### src/rtl/serial_full_adder_pkg.sv
// Shared types and sizing helpers for the bit-serial adder.
package serial_full_adder_pkg;

    typedef enum logic [1:0] {
        IDLE = 2'd0,
        RUN  = 2'd1,
        DONE = 2'd2
    } state_t;

    // Bit counter must be able to hold 0..WIDTH.
    function automatic int cnt_width(input int width);
        return $clog2(width + 1);
    endfunction

endpackage

### src/rtl/full_adder_bit.sv
// Combinational 1-bit full adder; the single time-shared cell of the serial adder.
module full_adder_bit (
    input  logic a,
    input  logic b,
    input  logic cin,
    output logic s,
    output logic cout
);

    assign s    = a ^ b ^ cin;
    assign cout = (a & b) | (cin & (a ^ b));

endmodule

### src/rtl/serial_full_adder.sv
// Bit-serial WIDTH-bit adder, LSB first, one bit per clock with a registered carry.
// Define SERIAL_FULL_ADDER_OVF_EN to add the signed-overflow output ovf.
module serial_full_adder
    import serial_full_adder_pkg::*;
#(
    parameter int WIDTH = 8
) (
    input  logic             clk,
    input  logic             rst_n,
    input  logic             in_valid,
    output logic             in_ready,
    input  logic [WIDTH-1:0] a,
    input  logic [WIDTH-1:0] b,
    input  logic             cin,
    output logic             out_valid,
    input  logic             out_ready,
    output logic [WIDTH-1:0] sum,
    output logic             cout,
`ifdef SERIAL_FULL_ADDER_OVF_EN
    output logic             ovf,
`endif
    output logic             busy
);

    localparam int             CW   = cnt_width(WIDTH);
    localparam logic [CW-1:0]  LAST = CW'(WIDTH - 1);

    state_t           state_q;
    logic [WIDTH-1:0] a_q, b_q, sum_q;
    logic [WIDTH-1:0] sum_d;
    logic [WIDTH:0]   sum_cat;
    logic [CW-1:0]    cnt_q;
    logic             carry_q, cout_q;
    logic             fa_s, fa_c;
`ifdef SERIAL_FULL_ADDER_OVF_EN
    logic             ovf_q;
`endif

    full_adder_bit u_fa (
        .a    (a_q[0]),
        .b    (b_q[0]),
        .cin  (carry_q),
        .s    (fa_s),
        .cout (fa_c)
    );

    // New sum bit enters at the MSB; after WIDTH shifts bit 0 lands at sum[0].
    assign sum_cat = {fa_s, sum_q};
    assign sum_d   = sum_cat[WIDTH:1];

    always_ff @(posedge clk or negedge rst_n) begin
        if (!rst_n) begin
            state_q <= IDLE;
            a_q     <= '0;
            b_q     <= '0;
            sum_q   <= '0;
            cnt_q   <= '0;
            carry_q <= 1'b0;
            cout_q  <= 1'b0;
`ifdef SERIAL_FULL_ADDER_OVF_EN
            ovf_q   <= 1'b0;
`endif
        end else begin
            case (state_q)
                IDLE: if (in_valid) begin
                    a_q     <= a;
                    b_q     <= b;
                    carry_q <= cin;
                    cnt_q   <= '0;
                    state_q <= RUN;
                end
                RUN: begin
                    a_q     <= a_q >> 1;
                    b_q     <= b_q >> 1;
                    carry_q <= fa_c;
                    cnt_q   <= cnt_q + CW'(1);
                    sum_q   <= sum_d;
                    if (cnt_q == LAST) begin
                        cout_q  <= fa_c;
`ifdef SERIAL_FULL_ADDER_OVF_EN
                        // carry_q is the carry into the MSB on this edge.
                        ovf_q   <= carry_q ^ fa_c;
`endif
                        state_q <= DONE;
                    end
                end
                DONE: if (out_ready) state_q <= IDLE;
                default: state_q <= IDLE;
            endcase
        end
    end

    assign in_ready  = (state_q == IDLE);
    assign busy      = (state_q == RUN);
    assign out_valid = (state_q == DONE);
    assign sum       = sum_q;
    assign cout      = cout_q;
`ifdef SERIAL_FULL_ADDER_OVF_EN
    assign ovf       = ovf_q;
`endif

endmodule

### config.mk
export PLATFORM = sky130hd
export DESIGN_NAME = serial_full_adder
export DESIGN_NICKNAME = d
export VERILOG_FILES = /design/src/rtl/serial_full_adder_pkg.sv /design/src/rtl/full_adder_bit.sv /design/src/rtl/serial_full_adder.sv
export SDC_FILE = /design/constraint.sdc
export NUM_CORES = 1
export LEC_CHECK = 0
export ABC_AREA = 1
export CAP_MARGIN = 5
export CORE_MARGIN = 8
export CORE_UTILIZATION = 65
export CTS_BUF_LIST = sky130_fd_sc_hd__clkbuf_2
export CTS_CLUSTER_DIAMETER = 150
export CTS_CLUSTER_SIZE = 25
export DETAILED_ROUTE_END_ITERATION = 7
export DONT_BUFFER_PORTS = 1
export PLACE_DENSITY_LB_ADDON = 0.25
export RECOVER_POWER = 25
export SLEW_MARGIN = 20
export SYNTH_ARGS = -nofsm -noshare
export SYNTH_HDL_FRONTEND = slang
export SYNTH_HIERARCHICAL = 1
export SYNTH_SLANG_ARGS = --single-unit
### constraint.sdc
create_clock -name clk -period 3.2 [get_ports clk]
set_input_delay 0.8 -clock clk [delete_from_list [all_inputs] [get_ports clk]]
set_output_delay 0.8 -clock clk [all_outputs]
set_load 0.1 [all_outputs]
Word level (Yosys, flattened, before mapping)
Cells that the tools add are included.
- output and inout port bits: 12
- bits in registers: 32
- input bits: 21
- eq/ne operators: 6
- bitwise operators: 5
- add/subtract/negate cells: 1
- muxes and demuxes: 12
- reductions and logical operators: 5
- operator list (operator ; number):
    one-hot mux 8 bit (2 select lines) ; 2
    two-way mux 8 bit ; 2
    one-hot mux 4 bit (2 select lines) ; 1
    two-way mux 2 bit ; 3
    one-hot mux 2 bit (3 select lines) ; 1
    adder 4 x 1 -> 4 bit (second input constant) ; 1
    equality test 4 x 3 -> 1 bit (second input constant) ; 1
    two-way mux 4 bit ; 1
    inequality test 2 x 1 -> 1 bit (second input constant) ; 2
    AND reduction 2 bit ; 2
    AND reduction 3 bit ; 1
    bitwise AND 1 bit ; 2
    equality test 2 x 1 -> 1 bit (second input constant) ; 1
    equality test 2 bit (second input constant) ; 1
    zero test 2 bit ; 1
    inequality test 2 bit (second input constant) ; 1
    one-hot mux 1 bit (2 select lines) ; 1
    nonzero test 2 bit ; 1
    XOR 1 bit ; 2
    two-way mux 1 bit ; 1
    bitwise OR 1 bit ; 1

Logic depth before layout (Yosys ltp)
- word-level depth: 4
- gate-level depth with buffers: 7

By module
Netlist, hierarchy kept.
- modules (own cells, without submodules) (module ; times used ; sequential area each (µm²) ; area each (µm²) ; cells an instance):
    serial_full_adder ; 1 ; 800.8 ; 1410.1 ; 163
    full_adder_bit ; 1 ; 0.0 ; 20.0 ; 1

Least setup slack after synthesis
Ideal clock, no wire load.
- path type: reg2out
- from: register state_q[0]
- to: output port out_valid
- slack: 721 ps
- arrival: 1679 ps
- cell stages (with the launch flop): 2
- required time: 2400 ps
- path buffers: 0
- cells stage by stage: dfrtp_1 nor2_1
- cells in the longest elaborated chain, start to end: 1
- ends and longest elaborated chain (what ; RTL line ; text):
    from (decl) ; serial_full_adder.sv:28 ; state_t state_q;
    from (signal assigned) ; serial_full_adder.sv:53 ; state_q <= IDLE;
    from (signal assigned) ; serial_full_adder.sv:70 ; state_q <= RUN;
    from (signal assigned) ; serial_full_adder.sv:84 ; state_q <= DONE;
    equality test 2 bit ; serial_full_adder.sv:95 ; assign out_valid = (state_q == DONE);
    to (decl) ; serial_full_adder.sv:15 ; output logic out_valid,
Every way passes these cells.

Final worst setup path
- from: register state_q[1]
- to: output port busy
- cells in the longest elaborated chain, start to end: 1
- ends and longest elaborated chain (what ; RTL line ; text):
    equality test 2 x 1 -> 1 bit ; serial_full_adder.sv:94 ; assign busy = (state_q == RUN);
    to (decl) ; serial_full_adder.sv:22 ; output logic busy
Every way passes these cells.

==> results.md <==
Logic synthesis:
- After synthesis, flip-flops and latches occupy 55.99% of the total area.
- Averaged over all synthesized cells, the footprint is 8.720 µm².
- The total number of yosys warnings is 6.
- Counting distinct cell types in the post-synthesis netlist gives 17.
- Summed over its instances, the top area cell type makes up 55.99% of the synthesized netlist area.
- The number of nets in the synthesized netlist is 187.
- After synthesis, the cell types taking the most area are dfrtp_1, nand3_1, nand2_1.
- The biggest area contributor in the post-synthesis netlist is dfrtp_1.
- Synthesis handed over a netlist of 164 instances.
- The mapped netlist covers 1430 µm².
- The post-synthesis sequential element count is 32.

Cells and area:
- Compared with the post-synthesis result, the final layout area differs by 5.074%.
- The share of layout cells above drive strength 1 is 10.37%.
- The most common cell after layout, fill and taps aside is nand3_1.
- The number of antenna repair diodes is 0.
- In the layout the commonest cells are nand3_1, nand2_1, dfrtp_1, clkbuf_2.
- The sequential cells in the finished layout cover a total of 800.8 µm².
- The filler cell count in the final layout is 170.
- After the last flow step, the layout net total stands at 186.
- The combined area of the multi-input logic cells is 553.0 µm².

Global routing:
- The pin count of the biggest net entering global routing is 33.
- For this run the aggregate overflow at the end of global routing stands at 0.
- The total track usage is 16.12%.
- The first global-routing pass estimated 5009 µm of wire.
- The via count of the first global-routing pass is 1,074.
- The initial antenna violation count came to 0.

Worst setup path:
- In this design, the stage delay of the slowest critical-path cell is 0.65 ns.
- At the worst endpoint, the arrival time is 1.92 ns.
- STA classifies the critical path endpoint as an output pin.
- The master of the slowest instance on the critical path is inv_2.
- STA puts the critical path data required time at 2.40 ns.
- The largest delay contributor family on the critical path is buffers and inverters.
- The critical path start-end classification is reg2out.
- Together, buffers and inverters on the worst path number 2.
- STA classifies the critical path startpoint as a flip-flop.
- The maximum fanout count along the critical path is 32.
- The most repeated library cell on the critical path is inv_2.
- Walking the worst path, the cells encountered are inv_2 > nand2_2 > inv_2.

Clock network:
- The H-tree generated during clock tree synthesis spans 2 levels.
- After clock tree synthesis, the clock-pin slew on the worst setup and hold paths is 0.16 ns.
- The number of clock sinks is 32.
- Clock tree synthesis inserted a total of 5 buffers.
- Hold repair after CTS inserted 0 buffers.
- TritonCTS built the clock tree.
- In this run the post-CTS setup repair buffer count came out at 0.
- Post-CTS repair changed the size of 0 cells.
- The later-pin clock latency in the skew report is 0.37 ns.
- The maximum clock path buffer count is 2.
- The cell chosen for the clock root is clkbuf_2.

Status:
- The flow ran to the end, and the final reports show no timing, DRC or antenna violations.

Power:
- The worst-case IR drop observed on VDD is 0.0007723 V.
- The standby leakage power is 0.7404 nW.
- The power per standard cell area is 1218 nW/µm².

STA:
- The highest clock frequency the design can meet is 0.3682 GHz.
- The worst path in the final design needs a cycle of 2.716 ns, including I/O delays and setup.
- The setup violation total in the final timing report is 0.
- The transition at the pin with the smallest max-transition slack is 0.9379 ns.
- Measured against its own limit, the worst slew margin works out to 37.48%.
- After layout, the worst path uses 84.86% of the clock period.
- After routing, the total negative slack on setup checks comes to 0 ns.
- The least setup slack across all paths after layout is 0.4844 ns.
- Setup repair after global routing left no endpoint under its margin.
- Across the routed clock network, the largest skew measured is 0.01261 ns.
- The final max-slew violation count is 0.
- The number of hold violations in the final report is 0.

Drt:
- The detail route stage leaves a number of antenna-violating nets equal to 0.
- The overall via count from detail_route is 1,106.
- After detailed routing, the wire length on met1 is 1230 µm.
- The first-pass detailed-route iteration total is 5.
- The number of DRC markers after the initial detailed-route iteration is 55.
- The total length of routed met2 wires is 1345 µm.
- The top routing layer in use is met4.
- The via density per instance is 5.760.
- Wire segments on met3 add up to 278 µm in the final route.
- The wire length reported by the detailed router is 2911 µm.
- After detailed routing, the number of remaining DRC violations is 0.
- The routed wire length per instance is 15.16 µm.

Placement:
- The worst-case setup slack after placement is 0.9330 ns.
- The final weighted congestion of routability-driven global placement is 0.7449.
- The count of buffers added on input and output ports is 0.
- Detailed placement ended at an HPWL of 2015 µm.

Job:
- The tool flagged a number of max-cap violations equal to 0.

Die:
- The die is 62.91 µm wide.
- The initialized floorplan defines 17 standard-cell rows.
- The area of the die is 3957 µm².
- The number of placed I/O pins is 33.
- The floorplan step set the die height to 62.91 µm.
- The area inside the core boundary is 2148 µm².
- Once the floorplan was initialized, standard cells occupied 66.57% of the core.

Worst hold path:
- The worst min-delay path class is in2async.
## sequential cells by signal, indices dropped and copies added, names as in the netlist
| signal | cells |
|---|---|
| state_q | 2 |
| sum | 8 |
| carry_q | 1 |
| cout | 1 |
| b_q | 8 |
| a_q | 8 |
| cnt_q | 4 |
## routing by layer
layer | GRT usage, % | vias to the layer above
li1 | - | 545
met1 | 17.45 | 520
met2 | 24.84 | 35
met3 | 9.140 | 6
met4 | 7.692 | 0
met5 | 0 | -
## worst register-to-register path, cell delays in order, from the launching register on
cell and delay [ns]:
dfrtp_1 0.45, inv_2 0.10, nand2_2 0.33, inv_2 0.66, buf_4 0.34, nand2_1 0.11, nand2_1 0.07, nand2_1 0.06
## logic make-up after synthesis
group | Yosys count | share of synthesized area, %
flops | 32 | 55.99
simple gates | 102 | 32.20
buf+inv | 18 | 5.862
compound gates | 10 | 3.675
fa+ha+maj | 2 | 2.275
## power breakdown
group          internal (mW)  switching [mW]  total [mW]
sequential             0.553           0.458        1.01
clock                  0.135           0.133       0.268
combinational          0.158           0.394       0.552
## cells in the mapped netlist, drive strengths merged
library cell  instances
nand2                42
clkbuf                1
ha                    1
o31ai                 1
dfrtp                32
o21ai                 9
nand3                54
fa                    1
nand4                 1
nor2                  5
inv                   7
buf                  10
## per-stage QoR
step	instance area [µm²]	hold WS, ns	std cells	util [%]	power (mW)
2_1_floorplan	1430	0.4659	164	-	1.472
3_3_place_gp	1438	0.4796	184	66.92	1.546
3_5_place_dp	1438	0.4893	184	66.92	1.574
4_1_cts	1503	0.07111	192	69.95	1.841
5_1_grt	1503	0.03593	192	69.95	1.943
6_report	1503	0.09386	192	69.95	1.830
## area by class of cell
| type | count | area share, % |
|---|---|---|
| Clock inverter | 2 | 2.331 |
| Tap cell | 28 | 2.331 |
| Timing Repair Buffer | 3 | 1.499 |
| Clock buffer | 6 | 1.998 |
| Sequential cell | 32 | 53.29 |
| Multi-Input combinational cell | 114 | 36.80 |
| Inverter | 7 | 1.749 |
## final timing paths
kind                       slack [ns]          to       start  depth (start not counted)
max                              0.48        busy  state_q[1]                          3
min                              0.09  state_q[1]       rst_n                          0
max reg2reg                      0.98        cout  state_q[1]                          7
min reg2reg                      0.52      a_q[1]      a_q[2]                          2
max in group asynchronous        3.02      b_q[3]       rst_n                          0
min in group clk                 0.51  state_q[1]   out_ready                          1
Note: power is estimated with default switching activity, not from simulation.
